--- config.mk ---
export PLATFORM = sky130hd
export DESIGN_NAME = cf_angle_packetizer
export DESIGN_NICKNAME = d
export VERILOG_FILES = /design/src/rtl/cf_pkt_pkg.sv /design/src/rtl/cf_axis_capture.sv /design/src/rtl/cf_angle_packetizer.sv
export SDC_FILE = /design/constraint.sdc
export NUM_CORES = 1
export LEC_CHECK = 0
export ABC_AREA = 1
export CAP_MARGIN = 25
export CORE_MARGIN = 2
export CORE_UTILIZATION = 40
export CTS_CLUSTER_DIAMETER = 80
export DETAILED_ROUTE_END_ITERATION = 8
export PLACE_DENSITY_LB_ADDON = 0.08
export SETUP_SLACK_MARGIN = 0.1
export SLEW_MARGIN = 15
export SYNTH_ARGS = -nofsm -noshare
export SYNTH_HDL_FRONTEND = slang
export SYNTH_SLANG_ARGS = --single-unit
--- constraint.sdc ---
create_clock -name clk -period 5.1 [get_ports clk]
set_input_delay 0.51 -clock clk [delete_from_list [all_inputs] [get_ports clk]]
set_output_delay 0.51 -clock clk [all_outputs]
set_load 0.01 [all_outputs]
--- src/rtl/cf_pkt_pkg.sv ---
`default_nettype none
// ============================================================================
//  Module      : cf_pkt_pkg
//  Description : Shared constants, types and the frame checksum helper for
//                the complementary-filter angle packetizer.
//  Revision    : 1.0 - initial release
// ============================================================================
package cf_pkt_pkg;

    // Number of bytes in one framed packet: 2 sync, seq, 6 payload, checksum
    localparam int FRAME_LEN = 10;

    // Default sync pattern that opens every frame
    localparam logic [7:0] c_sync0_default = 8'hA5;
    localparam logic [7:0] c_sync1_default = 8'h5A;

    // Serialiser state encoding
    typedef logic [0:0] cf_state_t;
    localparam cf_state_t c_st_idle = 1'b0;
    localparam cf_state_t c_st_send = 1'b1;

    // Byte position within a frame (0..FRAME_LEN-1)
    typedef logic [3:0] cf_idx_t;
    localparam cf_idx_t c_last_idx = 4'd9;

    // Checksum covers the sequence byte and the six payload bytes, mod 256
    function automatic logic [7:0] cf_checksum(
        input logic [7:0]  seq,
        input logic [15:0] x,
        input logic [15:0] y,
        input logic [15:0] z
    );
        cf_checksum = seq + x[15:8] + x[7:0] + y[15:8] + y[7:0]
                    + z[15:8] + z[7:0];
    endfunction

endpackage : cf_pkt_pkg
`default_nettype wire

--- src/rtl/cf_axis_capture.sv ---
`default_nettype none
// ============================================================================
//  Module      : cf_axis_capture
//  Description : Single-axis capture register. Holds the latest angle sample,
//                flags it as present, and reports when a still-unconsumed
//                sample is overwritten by a newer one.
//  Revision    : 1.0 - initial release
// ============================================================================
module cf_axis_capture #(
    parameter int DATA_W = 16
) (
    input  logic              clk,
    input  logic              rst,
    input  logic              i_valid,
    input  logic [DATA_W-1:0] i_data,
    input  logic              i_clear,
    output logic [DATA_W-1:0] o_value,
    output logic              o_flag,
    output logic              o_overwrite
);

    logic [DATA_W-1:0] r_value;
    logic              r_flag;

    // A fresh sample always wins over a clear in the same cycle, so a new set
    // can start while the previous one is being consumed.
    always_ff @(posedge clk) begin
        if (rst) begin
            r_value <= '0;
            r_flag  <= 1'b0;
        end else if (i_valid) begin
            r_value <= i_data;
            r_flag  <= 1'b1;
        end else if (i_clear) begin
            r_flag  <= 1'b0;
        end
    end

    // Overwrite only counts when the old sample was not consumed this cycle
    assign o_overwrite = i_valid & r_flag & ~i_clear;
    assign o_value     = r_value;
    assign o_flag      = r_flag;

endmodule : cf_axis_capture
`default_nettype wire

--- src/rtl/cf_angle_packetizer.sv ---
`default_nettype none
// ============================================================================
//  Module      : cf_angle_packetizer
//  Description : Aligns skewed X/Y/Z fused-angle strobes into one sample set
//                and serialises each set as a 10-byte framed packet on a
//                valid/ready byte stream:
//                SYNC0 SYNC1 seq Xh Xl Yh Yl Zh Zl CHK
//  Revision    : 1.0 - initial release
// ============================================================================
module cf_angle_packetizer
    import cf_pkt_pkg::*;
#(
    parameter logic [7:0] SYNC0   = c_sync0_default,
    parameter logic [7:0] SYNC1   = c_sync1_default,
    parameter int         TIMEOUT = 64,
    parameter int         DROP_W  = 8
) (
    input  logic              clk,
    input  logic              rst,
    input  logic [15:0]       x_final,
    input  logic [15:0]       y_final,
    input  logic [15:0]       z_final,
    input  logic              valid_x,
    input  logic              valid_y,
    input  logic              valid_z,
    output logic [7:0]        tx_data,
    output logic              tx_valid,
    input  logic              tx_ready,
    output logic              busy,
    output logic              overrun,
    output logic [DROP_W-1:0] drop_cnt
);

    localparam int c_to_w = $clog2(TIMEOUT + 1);
    localparam logic [c_to_w-1:0]  c_to_last  = c_to_w'(TIMEOUT - 1);
    localparam logic [DROP_W+2:0]  c_drop_max = {3'b000, {DROP_W{1'b1}}};

    // ------------------------------------------------------------------
    // Per-axis capture
    // ------------------------------------------------------------------
    logic        w_valid [3];
    logic [15:0] w_data  [3];
    logic [15:0] w_value [3];
    logic [2:0]  w_flag;
    logic [2:0]  w_ovw;
    logic        w_clear;

    assign w_valid[0] = valid_x;
    assign w_valid[1] = valid_y;
    assign w_valid[2] = valid_z;
    assign w_data[0]  = x_final;
    assign w_data[1]  = y_final;
    assign w_data[2]  = z_final;

    genvar g;
    generate
        for (g = 0; g < 3; g++) begin : g_axis
            cf_axis_capture #(
                .DATA_W (16)
            ) u_cap (
                .clk         (clk),
                .rst         (rst),
                .i_valid     (w_valid[g]),
                .i_data      (w_data[g]),
                .i_clear     (w_clear),
                .o_value     (w_value[g]),
                .o_flag      (w_flag[g]),
                .o_overwrite (w_ovw[g])
            );
        end
    endgenerate

    logic w_pending;
    logic w_partial;

    assign w_pending = &w_flag;
    assign w_partial = (|w_flag) & ~(&w_flag);

    // ------------------------------------------------------------------
    // Partial-set timeout
    // ------------------------------------------------------------------
    logic [c_to_w-1:0] r_to_cnt;
    logic              w_timeout;

    // Fires on the TIMEOUT-th consecutive cycle with an incomplete set
    assign w_timeout = w_partial && (r_to_cnt == c_to_last);

    // Count cycles spent with an incomplete set; restart once it resolves
    always_ff @(posedge clk) begin
        if (rst || !w_partial || w_timeout) begin
            r_to_cnt <= '0;
        end else begin
            r_to_cnt <= r_to_cnt + 1'b1;
        end
    end

    // ------------------------------------------------------------------
    // Serialiser FSM
    // ------------------------------------------------------------------
    cf_state_t   r_state;
    cf_idx_t     r_idx;
    cf_idx_t     w_next_idx;
    logic [7:0]  r_tx_data;
    logic [7:0]  r_seq;
    logic [15:0] r_sx;
    logic [15:0] r_sy;
    logic [15:0] r_sz;
    logic [7:0]  w_next_byte;
    logic [7:0]  w_chk;
    logic        w_accept;
    logic        w_last;
    logic        w_take;

    assign w_accept   = (r_state == c_st_send) & tx_ready;
    assign w_last     = (r_idx == c_last_idx);
    assign w_next_idx = r_idx + 4'd1;
    assign w_chk      = cf_checksum(r_seq, r_sx, r_sy, r_sz);

    // A set is consumed either from IDLE or right at the end of a frame
    assign w_take  = ((r_state == c_st_idle) && w_pending) ||
                     (w_accept && w_last && w_pending);
    assign w_clear = w_take | w_timeout;

    // Byte to present after the current one is accepted
    always_comb begin
        w_next_byte = 8'h00;
        case (w_next_idx)
            4'd0:    w_next_byte = SYNC0;
            4'd1:    w_next_byte = SYNC1;
            4'd2:    w_next_byte = r_seq;
            4'd3:    w_next_byte = r_sx[15:8];
            4'd4:    w_next_byte = r_sx[7:0];
            4'd5:    w_next_byte = r_sy[15:8];
            4'd6:    w_next_byte = r_sy[7:0];
            4'd7:    w_next_byte = r_sz[15:8];
            4'd8:    w_next_byte = r_sz[7:0];
            4'd9:    w_next_byte = w_chk;
            default: w_next_byte = 8'h00;
        endcase
    end

    // Frame sequencing: snapshot the set, walk the byte index on each
    // accepted byte, and chain frames back-to-back when a set is waiting.
    always_ff @(posedge clk) begin
        if (rst) begin
            r_state   <= c_st_idle;
            r_idx     <= '0;
            r_tx_data <= 8'h00;
            r_seq     <= 8'h00;
            r_sx      <= 16'h0000;
            r_sy      <= 16'h0000;
            r_sz      <= 16'h0000;
        end else begin
            case (r_state)
                c_st_idle: begin
                    if (w_pending) begin
                        r_sx      <= w_value[0];
                        r_sy      <= w_value[1];
                        r_sz      <= w_value[2];
                        r_idx     <= '0;
                        r_tx_data <= SYNC0;
                        r_state   <= c_st_send;
                    end
                end
                c_st_send: begin
                    if (w_accept) begin
                        if (w_last) begin
                            r_seq <= r_seq + 8'd1;
                            r_idx <= '0;
                            if (w_pending) begin
                                r_sx      <= w_value[0];
                                r_sy      <= w_value[1];
                                r_sz      <= w_value[2];
                                r_tx_data <= SYNC0;
                            end else begin
                                r_state <= c_st_idle;
                            end
                        end else begin
                            r_idx     <= w_next_idx;
                            r_tx_data <= w_next_byte;
                        end
                    end
                end
                default: r_state <= c_st_idle;
            endcase
        end
    end

    // ------------------------------------------------------------------
    // Error reporting
    // ------------------------------------------------------------------
    logic [2:0]        w_drop_inc;
    logic [DROP_W+2:0] w_drop_sum;
    logic [DROP_W-1:0] r_drop_cnt;
    logic              r_overrun;

    assign w_drop_inc = {2'b00, w_ovw[0]} + {2'b00, w_ovw[1]}
                      + {2'b00, w_ovw[2]} + {2'b00, w_timeout};
    assign w_drop_sum = {3'b000, r_drop_cnt} + {{DROP_W{1'b0}}, w_drop_inc};

    // Saturating count of overwritten samples and timed-out sets
    always_ff @(posedge clk) begin
        if (rst) begin
            r_drop_cnt <= '0;
        end else if (w_drop_sum > c_drop_max) begin
            r_drop_cnt <= c_drop_max[DROP_W-1:0];
        end else begin
            r_drop_cnt <= w_drop_sum[DROP_W-1:0];
        end
    end

    // Sticky flag: some axis sample was lost to an overwrite
    always_ff @(posedge clk) begin
        if (rst) begin
            r_overrun <= 1'b0;
        end else if (|w_ovw) begin
            r_overrun <= 1'b1;
        end
    end

    assign tx_data  = r_tx_data;
    assign tx_valid = (r_state == c_st_send);
    assign busy     = (r_state == c_st_send);
    assign overrun  = r_overrun;
    assign drop_cnt = r_drop_cnt;

endmodule : cf_angle_packetizer
`default_nettype wire
### Word-level counts from Yosys, hierarchy flattened

Cells that the tools add are included.

| storage, ports and cells | value |
|---|---|
| register bits | 136 |
| input bits | 54 |
| output and inout bits | 19 |

| cells by class | value |
|---|---|
| $add $sub $neg | 13 |
| magnitude comparators | 1 |
| eq/ne operators | 14 |
| mux-type cells | 30 |
| bitwise gates (word level) | 12 |
| reductions and logical operators | 18 |

Operators by type and width:

| kind | count |
|---|---|
| $mux 16 | 9 |
| $pmux 16 s2 | 3 |
| $pmux 8 s10 | 1 |
| $add 8x8->8 | 6 |
| $mux 8 | 4 |
| $eq 4x3->1 const B | 4 |
| $pmux 8 s2 | 1 |
| $eq 4x4->1 const B | 3 |
| $mux 4 | 3 |
| $add 8x3->9 | 1 |
| $gt 9x8->1 const B | 1 |
| $add 8x1->8 const B | 1 |
| $and 1x1->1 | 8 |
| $eq 4x2->1 const B | 2 |
| $pmux 4 s2 | 1 |
| $add 7x1->7 const B | 1 |
| $eq 7x6->1 const B | 1 |
| $mux 1 | 7 |
| $reduce_and 3->1 | 2 |
| $reduce_bool 2->1 | 3 |
| $reduce_or 3->1 | 2 |
| $add 4x1->4 const B | 1 |
| $eq 4x1->1 const B | 1 |
| $logic_and 1x1->1 | 4 |
| other kinds (12) | 18 |

### Depth between registers and ports, before layout

Gate-level depths: netlist of run 1.

| logic depth | value |
|---|---|
| depth after elaboration | 13 |
| mapped depth | 21 |
| gate-level depth less buffers | 21 |

### Cells and area by module

Synthesis of run 1 repeated with hierarchy kept, for this count alone.

| second synthesis, totals | value |
|---|---|
| cells, all modules | 946 |
| area, all modules | 7019.2 sq um |

By module, submodules not included:

| module | times used | cells an instance | area an instance (sq um) |
|---|---|---|---|
| cf_angle_packetizer | 1 | 724 | 5243.8 |
| cf_axis_capture | 3 | 74 | 591.8 |

### Worst setup path after synthesis of run 1

OpenSTA, ideal clock, no wires.

| path | value |
|---|---|
| kind | register to register |
| start point | register r_seq[4] |
| end point | register r_tx_data[6] (netlist: tx_data[6]) |
| library setup time | 0.128 ns |
| arrival time | 3.775 ns |
| required time | 4.972 ns |
| path slack | 1.197 ns |
| cell stages (with the launch flop) | 20 |
| path buffers | 0 |
| path through | dfxtp_1 > inv_1 > fa_1 > inv_1 > fa_1 > inv_1 > fa_1 > fa_1 > inv_1 > ha_1 > nand2_1 > or2_2 > nand3_1 > nand2_1 > nand3_1 > nand2_1 > nor2_1 > nor2_1 > nor2_1 > nor2_1 |

| between the ends | value |
|---|---|
| longest elaborated chain between the ends | 10 |

Ends and longest elaborated chain:

| item | RTL line | text |
|---|---|---|
| start: declaration | cf_angle_packetizer.sv:104 | `logic [7:0] r_seq;` |
| start signal: assignment | cf_angle_packetizer.sv:168 | `r_seq <= r_seq + 8'd1;` |
| $add 8x8->8 (4 in series) | cf_pkt_pkg.sv:33 | `cf_checksum = seq + x[15:8] + x[7:0] + y[15:8] + y[7:0]` |
| $add 8x8->8 (2 in series) | cf_pkt_pkg.sv:34 | `+ z[15:8] + z[7:0];` |
| $pmux 8 s10 | cf_angle_packetizer.sv:127 | `case (w_next_idx)` |
| $mux 8 | cf_angle_packetizer.sv:167 | `if (w_last) begin` |
| $mux 8 | cf_angle_packetizer.sv:166 | `if (w_accept) begin` |
| $pmux 8 s2 | cf_angle_packetizer.sv:154 | `case (r_state)` |
| end signal: assignment | cf_angle_packetizer.sv:180 | `r_tx_data <= w_next_byte;` |
| end: declaration | cf_angle_packetizer.sv:103 | `logic [7:0] r_tx_data;` |

No other way between the ends. The select of a mux whose other input is x is not followed.
A chain may end at the register's enable or synchronous reset.

### Worst setup path in the final report of run 1

| path | value |
|---|---|
| start point | register r_seq[3] |
| end point | register r_tx_data[6] (netlist: tx_data[6]) |

The elaborated chain is that of the path after synthesis.

==> results of run 1 <==
## metrics by stage
stage | cells | setup WS (ns) | cell area [µm²] | power, W | hold WS [ns]
floorplan | 956 | 1.20 | 7180 | 0.00133 | 0.418
global placement | 1230 | 0.991 | 8120 | 0.00146 | 0.432
detailed placement | 1230 | 0.967 | 8120 | 0.00146 | 0.440
CTS | 1262 | 0.962 | 8700 | 0.00267 | 0.451
global route | 1262 | 0.646 | 8700 | 0.00275 | 0.476
finish | 1262 | 0.950 | 8700 | 0.00264 | 0.449
## final timing paths
path                                             start                       to  slack (ns)  depth (start not counted)
worst max-delay path             r_seq[3]$_SDFFE_PP0P_  tx_data[6]$_SDFFE_PP0N_        0.95                         19
worst min-delay path            r_to_cnt[0]$_SDFF_PP0_   r_to_cnt[0]$_SDFF_PP0_        0.45                          1
worst max register to register   r_seq[3]$_SDFFE_PP0P_  tx_data[6]$_SDFFE_PP0N_        0.95                         19
worst min register to register  r_to_cnt[0]$_SDFF_PP0_   r_to_cnt[0]$_SDFF_PP0_        0.45                          1
## state kept, by name (all words and copies together), names as in the netlist
signal                flops
r_sx                     16
r_sy                     16
r_idx                     4
r_seq                     8
tx_data                   8
r_sz                     16
busy                      1
r_to_cnt                  7
overrun                   1
g_axis.u_cap.o_value     48
drop_cnt                  8
g_axis.u_cap.o_flag       3
## critical path: stages (launching register included)
cell	delay, ns
dfxtp_1	0.36
inv_1	0.10
fa_1	0.53
inv_1	0.05
fa_1	0.53
inv_1	0.06
fa_1	0.50
fa_1	0.52
inv_1	0.04
ha_1	0.38
a21oi_1	0.12
or2_2	0.30
nand3_1	0.07
nand2_1	0.05
nand3_1	0.07
nand2_1	0.07
nor2_1	0.10
nor2_1	0.05
nor2_1	0.08
nor2_1	0.04
## Yosys cell counts, types with 2 or more instances
master	number
ha_1	18
inv_2	6
xor2_1	9
nand2_2	6
nor2_1	193
nand2_4	2
nand2_1	110
buf_2	3
o21ai_0	111
a21oi_1	67
nor4_1	2
clkinv_1	3
nand3_1	36
inv_1	135
fa_1	35
nor3b_1	3
o21ai_1	5
nand3_4	2
dfxtp_1	136
clkbuf_1	22
o211ai_1	2
nor3_1	10
nor2_2	2
xor2_4	2
a31oi_1	3
nand3_2	3
buf_1	4
nor2_4	4
xnor2_1	8
nand4_1	4
## layer usage
layer	vias up	global-route usage (%)	wire, µm	share of wire (%)
li1	3134	-	-	-
met1	2774	31.9	9650	49
met2	149	33.4	8680	44
met3	25	3.91	805	4.1
met4	0	7.54	465	2.4
met5	-	0	0	0
## cell type report
cell class	instances	share of cell area, %
Tap cell	225	3.24
Sequential cell	136	31.3
Inverter	145	6.32
Timing Repair Buffer	79	9.04
Clock inverter	13	1.37
Clock buffer	19	5.21
Multi-Input combinational cell	645	43.5
## logic make-up (layout without fill, tap and decap cells)
kind of cell,count (synthesis),in the layout,share of synthesized area [%]
simple gates,380,380,22.9
compound gates,192,192,13.7
buf+inv,175,256,9.33
flops,136,136,37.9
fa+ha+maj,53,53,12.9
xor+xnor,20,20,3.23
## power by group through the flow
stage | registers, W | logic (W) | clock network [W]
final | 0.00114 | 0.000295 | 0.00120
after global routing | 0.00115 | 0.000338 | 0.00126
after CTS | 0.00114 | 0.000297 | 0.00123
after detailed placement | 0.00116 | 0.000296 | 0
after global placement | 0.00116 | 0.000295 | 0
after floorplan | 0.00116 | 0.000175 | 0
==> out/qor.yml, run 1 <==
outcome: "finished, final reports clean"
synthDistinctLibCells: 40
firstDrtPassIters: 5
synth_warnings: 0
synthFlopType: "dfxtp_1"
fin_crit_sh_pct: 81.4
num_antenna_cells: 0
p_sw_w: 0.000699
gp_congestion: 0.921
register_area_mm2: 0.00272
setup_tns_ns: 0
mostFrequentLayoutCell: "nor2_1"
cts_setup_buffers: 0
finClkSkew_ns: 0.00906
powerDensity_mw_per_mm2: 303
synth_top_area_cell: "dfxtp_1"
floorplan.rows: 48
p_comb_share_pct: 11.2
cts_max_level: 4
critPathRequiredTime_ns: 5.41
swShare_pct: 26.5
p_clk_share_pct: 45.6
worstSetupEndpointType: "register"
synth.top_cell.area_share_pct: 37.9
drive_gt1_share_pct: 7.04
clkLatencyLatePin_ns: 0.42
netlist_area_mm2: 0.00718
fillers: 1774
grt_pass1_wl_mm: 31.5
core-area_mm2: 0.0174
clock_path_buffers: 2
clock-sinks: 136
area_growth_pct: 21.2
rsz0062_at_grt: "false"
slew_violations: 0
ir_worst_vdd_mv: 0.232
multi_input_area_mm2: 0.00378
grt_pass1_vias: 5885
cts-resized-gates: 0
track_usage_pct: 22.1
dp_hpwl_mm: 15.0
wire_per_inst_um: 15.5
crit_type: "register to register"
cts_root_buf: "clkbuf_16"
syn_area_per_cell_um2: 7.51
critPathMaxFanout: 5
seq_power_share_pct: 43.3
first_iter_violations: 348
path_clk_slew_ns: 0.07
ioPinCount: 73
ys_seq_area_share_pct: 37.9
crit_arrival_ns: 4.46
synthCells: 956
setup_viol: 0
dieWidth_um: 138
ctsHoldBuffers: 0
layout_common_cells: "nor2_1 (193), dfxtp_1 (136), inv_1 (134)"
min_path_type: "register to register"
tightestPinTransition_ns: 0.820
initial_core_util_pct: 41.2
intPower_w: 0.00194
portBuffers: 72
remaining_drc_errors: 0
routed-via-count: 6082
die_area_mm2: 0.0190
synth_edf_count: 0
routed_wl_mm: 19.6
fin_util_pct: 49.9
async_reset_ff_share_pct: 0
tritoncts: "done"
syn-num-nets: 1063
ant_nets: 0
die_height_um: 138
antenna_found_initial: 0
synthTopCellsByArea: "dfxtp_1 (38%), nor2_1 (10%), fa_1 (9.8%), o21ai_0 (7.7%), inv_1 (7.1%)"
relSlewSlack_pct: 45.3
grt_max_degree: 90
cts_buffers: 17
globalRoute.totalOverflow: 0
finalHoldViolations: 0
p_leak_nw: 3.61
synth_seq_cells: 136
drv_cap: 0
finalCriticalPeriod_ns: 4.15
max_freq_mhz: 241
nets: 1131
cp-start-kind: "register"
viasPerCell: 4.82
Power figures use the tool's default switching activity.
==> run 2: changes to the inputs <==
==> constraint.sdc (replaced) <==
create_clock -name clk -period 3.9 [get_ports clk]
set_input_delay 0.39 -clock clk [delete_from_list [all_inputs] [get_ports clk]]
set_output_delay 0.39 -clock clk [all_outputs]
set_load 0.01 [all_outputs]
==> out/qor.yml, run 2 (same netlist as run 1, synthesis figures left out) <==
critPathMaxFanout: 4
wire_per_inst_um: 15.1
firstDrtPassIters: 5
antenna_found_initial: 0
path_clk_slew_ns: 0.06
setup_viol: 0
num_antenna_cells: 0
crit_type: "register to register"
critPathTopFamily: "adder cells"
pre_cts_slack_ns: -0.0966
die_area_mm2: 0.0190
remaining_drc_errors: 0
nets: 1177
path_cells: "inv_2, fa_1, inv_2, fa_1, inv_2, fa_1, fa_1, inv_2, ha_4, a21oi_2, or2_4, nand3_2, nand2_2, nand3_2, nand2_1, nor2_1, nor2_1, nor2_1, nor2_1"
globalRoute.totalOverflow: 0
critPathRequiredTime_ns: 4.19
tritoncts: "done"
hold_depth: 1
track_usage_pct: 22.3
cts_root_buf: "clkbuf_16"
relSlewSlack_pct: 36.1
cp-start-kind: "register"
fin_ws_ns: 0.0529
cts_buffers: 17
fin_crit_sh_pct: 98.6
critPathBufInv: 4
initial_core_util_pct: 41.2
finalCriticalPeriod_ns: 3.85
min_from: "r_to_cnt[0]$_SDFF_PP0_"
ir_worst_vdd_mv: 0.296
whs_endpoint: "r_to_cnt[0]$_SDFF_PP0_"
largest_reg_flops: 48
portBuffers: 72
slowest_stage: "fa_1"
hold-worst-slack_ns: 0.446
clock-sinks: 136
layout_common_cells: "nor2_1 (191), dfxtp_1 (129), inv_1 (124)"
tightestPinTransition_ns: 0.959
drv_cap: 0
finClkSkew_ns: 0.00976
ioPinCount: 73
routed-via-count: 6319
powerDensity_mw_per_mm2: 392
worstSetupEndpointType: "register"
finalHoldViolations: 0
mostFrequentLayoutCell: "nor2_1"
crit_arrival_ns: 4.14
ant_nets: 0
viasPerCell: 4.83
gp_congestion: 0.906
cpPeakStageDelay_ns: 0.55
floorplan.rows: 48
worstRegToRegCells: 19
clock_path_buffers: 2
dp_hpwl_mm: 15.4
regToRegEndpoint: "tx_data[6]$_SDFFE_PP0N_"
grt_pass1_vias: 6120
rrSetupSlack_ns: 0.05
clkLatencyLatePin_ns: 0.42
p_leak_nw: 3.86
max_freq_mhz: 260
min_path_type: "register to register"
rsz0062_at_grt: "true"
first_iter_violations: 370
cts_max_level: 4
die_height_um: 138
outcome: "finished, final reports clean"
slew_violations: 0
ctsHoldBuffers: 0
reg2reg_from: "r_sx[11]$_SDFFE_PP0P_"
routed_wl_mm: 19.8
dieWidth_um: 138
grt_max_degree: 90
core-area_mm2: 0.0174
area_growth_pct: 28.4
grt_pass1_wl_mm: 31.8
drive_gt1_share_pct: 14.7
==> run 2: final cells by class <==
| cell class | instances | area (µm²) |
|---|---|---|
| multi-input combinational | 645 | 3920 |
| timing repair buffer | 125 | 1120 |
| sequential | 136 | 2730 |
| inverter | 145 | 549 |
| tap | 225 | 282 |
| clock buffer | 19 | 453 |
| fill | 1724 | 8200 |
| clock inverter | 13 | 166 |
==> run 2: worst max-delay path by stage <==
stage	start	endpoint	slack (ns)	depth (start not counted)
floorplan	r_seq[3]$_SDFFE_PP0P_	tx_data[6]$_SDFFE_PP0N_	0.11	19
global placement	r_seq[2]$_SDFFE_PP0P_	tx_data[4]$_SDFFE_PP0N_	-0.06	20
detailed placement	r_seq[2]$_SDFFE_PP0P_	tx_data[4]$_SDFFE_PP0N_	-0.1	20
CTS	r_sx[11]$_SDFFE_PP0P_	tx_data[4]$_SDFFE_PP0N_	0.07	19
global route	r_sx[11]$_SDFFE_PP0P_	tx_data[6]$_SDFFE_PP0N_	-0.15	19
finish	r_sx[11]$_SDFFE_PP0P_	tx_data[6]$_SDFFE_PP0N_	0.05	19
==> run 2: metrics by stage <==
stage	cell area (µm²)	setup TNS, ns	power (W)	util [%]	cells
after global placement	8450	-0.195	0.00194	48.5	1272
after detailed placement	8450	-0.326	0.00194	48.5	1272
after global routing	9220	-0.530	0.00376	52.9	1308
final	9220	0	0.00361	52.9	1308
after CTS	9140	0	0.00364	52.5	1307
after floorplan	7200	0	0.00175	-	956
==> run 2: where the power goes <==
group	total (W)	internal, W	switching (W)
Clock	0.00168	0.00105	0.000635
Combinational	0.000438	0.000201	0.000237
Sequential	0.00149	0.00145	0.0000368
==> run 2: what timing repair did <==
item,4_1_cts,5_1_grt
gates resized for setup,19,21
setup buffers,3,1
pin swaps,18,19
setup endpoints to repair,6,13
==> run 2: metal layers <==
layer	wire, µm	GRT usage, %	up-vias
li1	-	-	3238
met1	9790	31.7	2925
met2	8800	34.2	132
met3	744	3.80	24
met4	455	7.54	0
met5	0	0	-
==> run 3: changes to the inputs <==
--- a/config.mk
+++ b/config.mk
@@ -13,7 +13,7 @@
 export DETAILED_ROUTE_END_ITERATION = 8
 export PLACE_DENSITY_LB_ADDON = 0.08
 export SETUP_SLACK_MARGIN = 0.1
-export SLEW_MARGIN = 15
+export SLEW_MARGIN = 10
 export SYNTH_ARGS = -nofsm -noshare
 export SYNTH_HDL_FRONTEND = slang
 export SYNTH_SLANG_ARGS = --single-unit
==> results of run 3 <==
Final layout, timing and power as in run 2 (identical DEF).
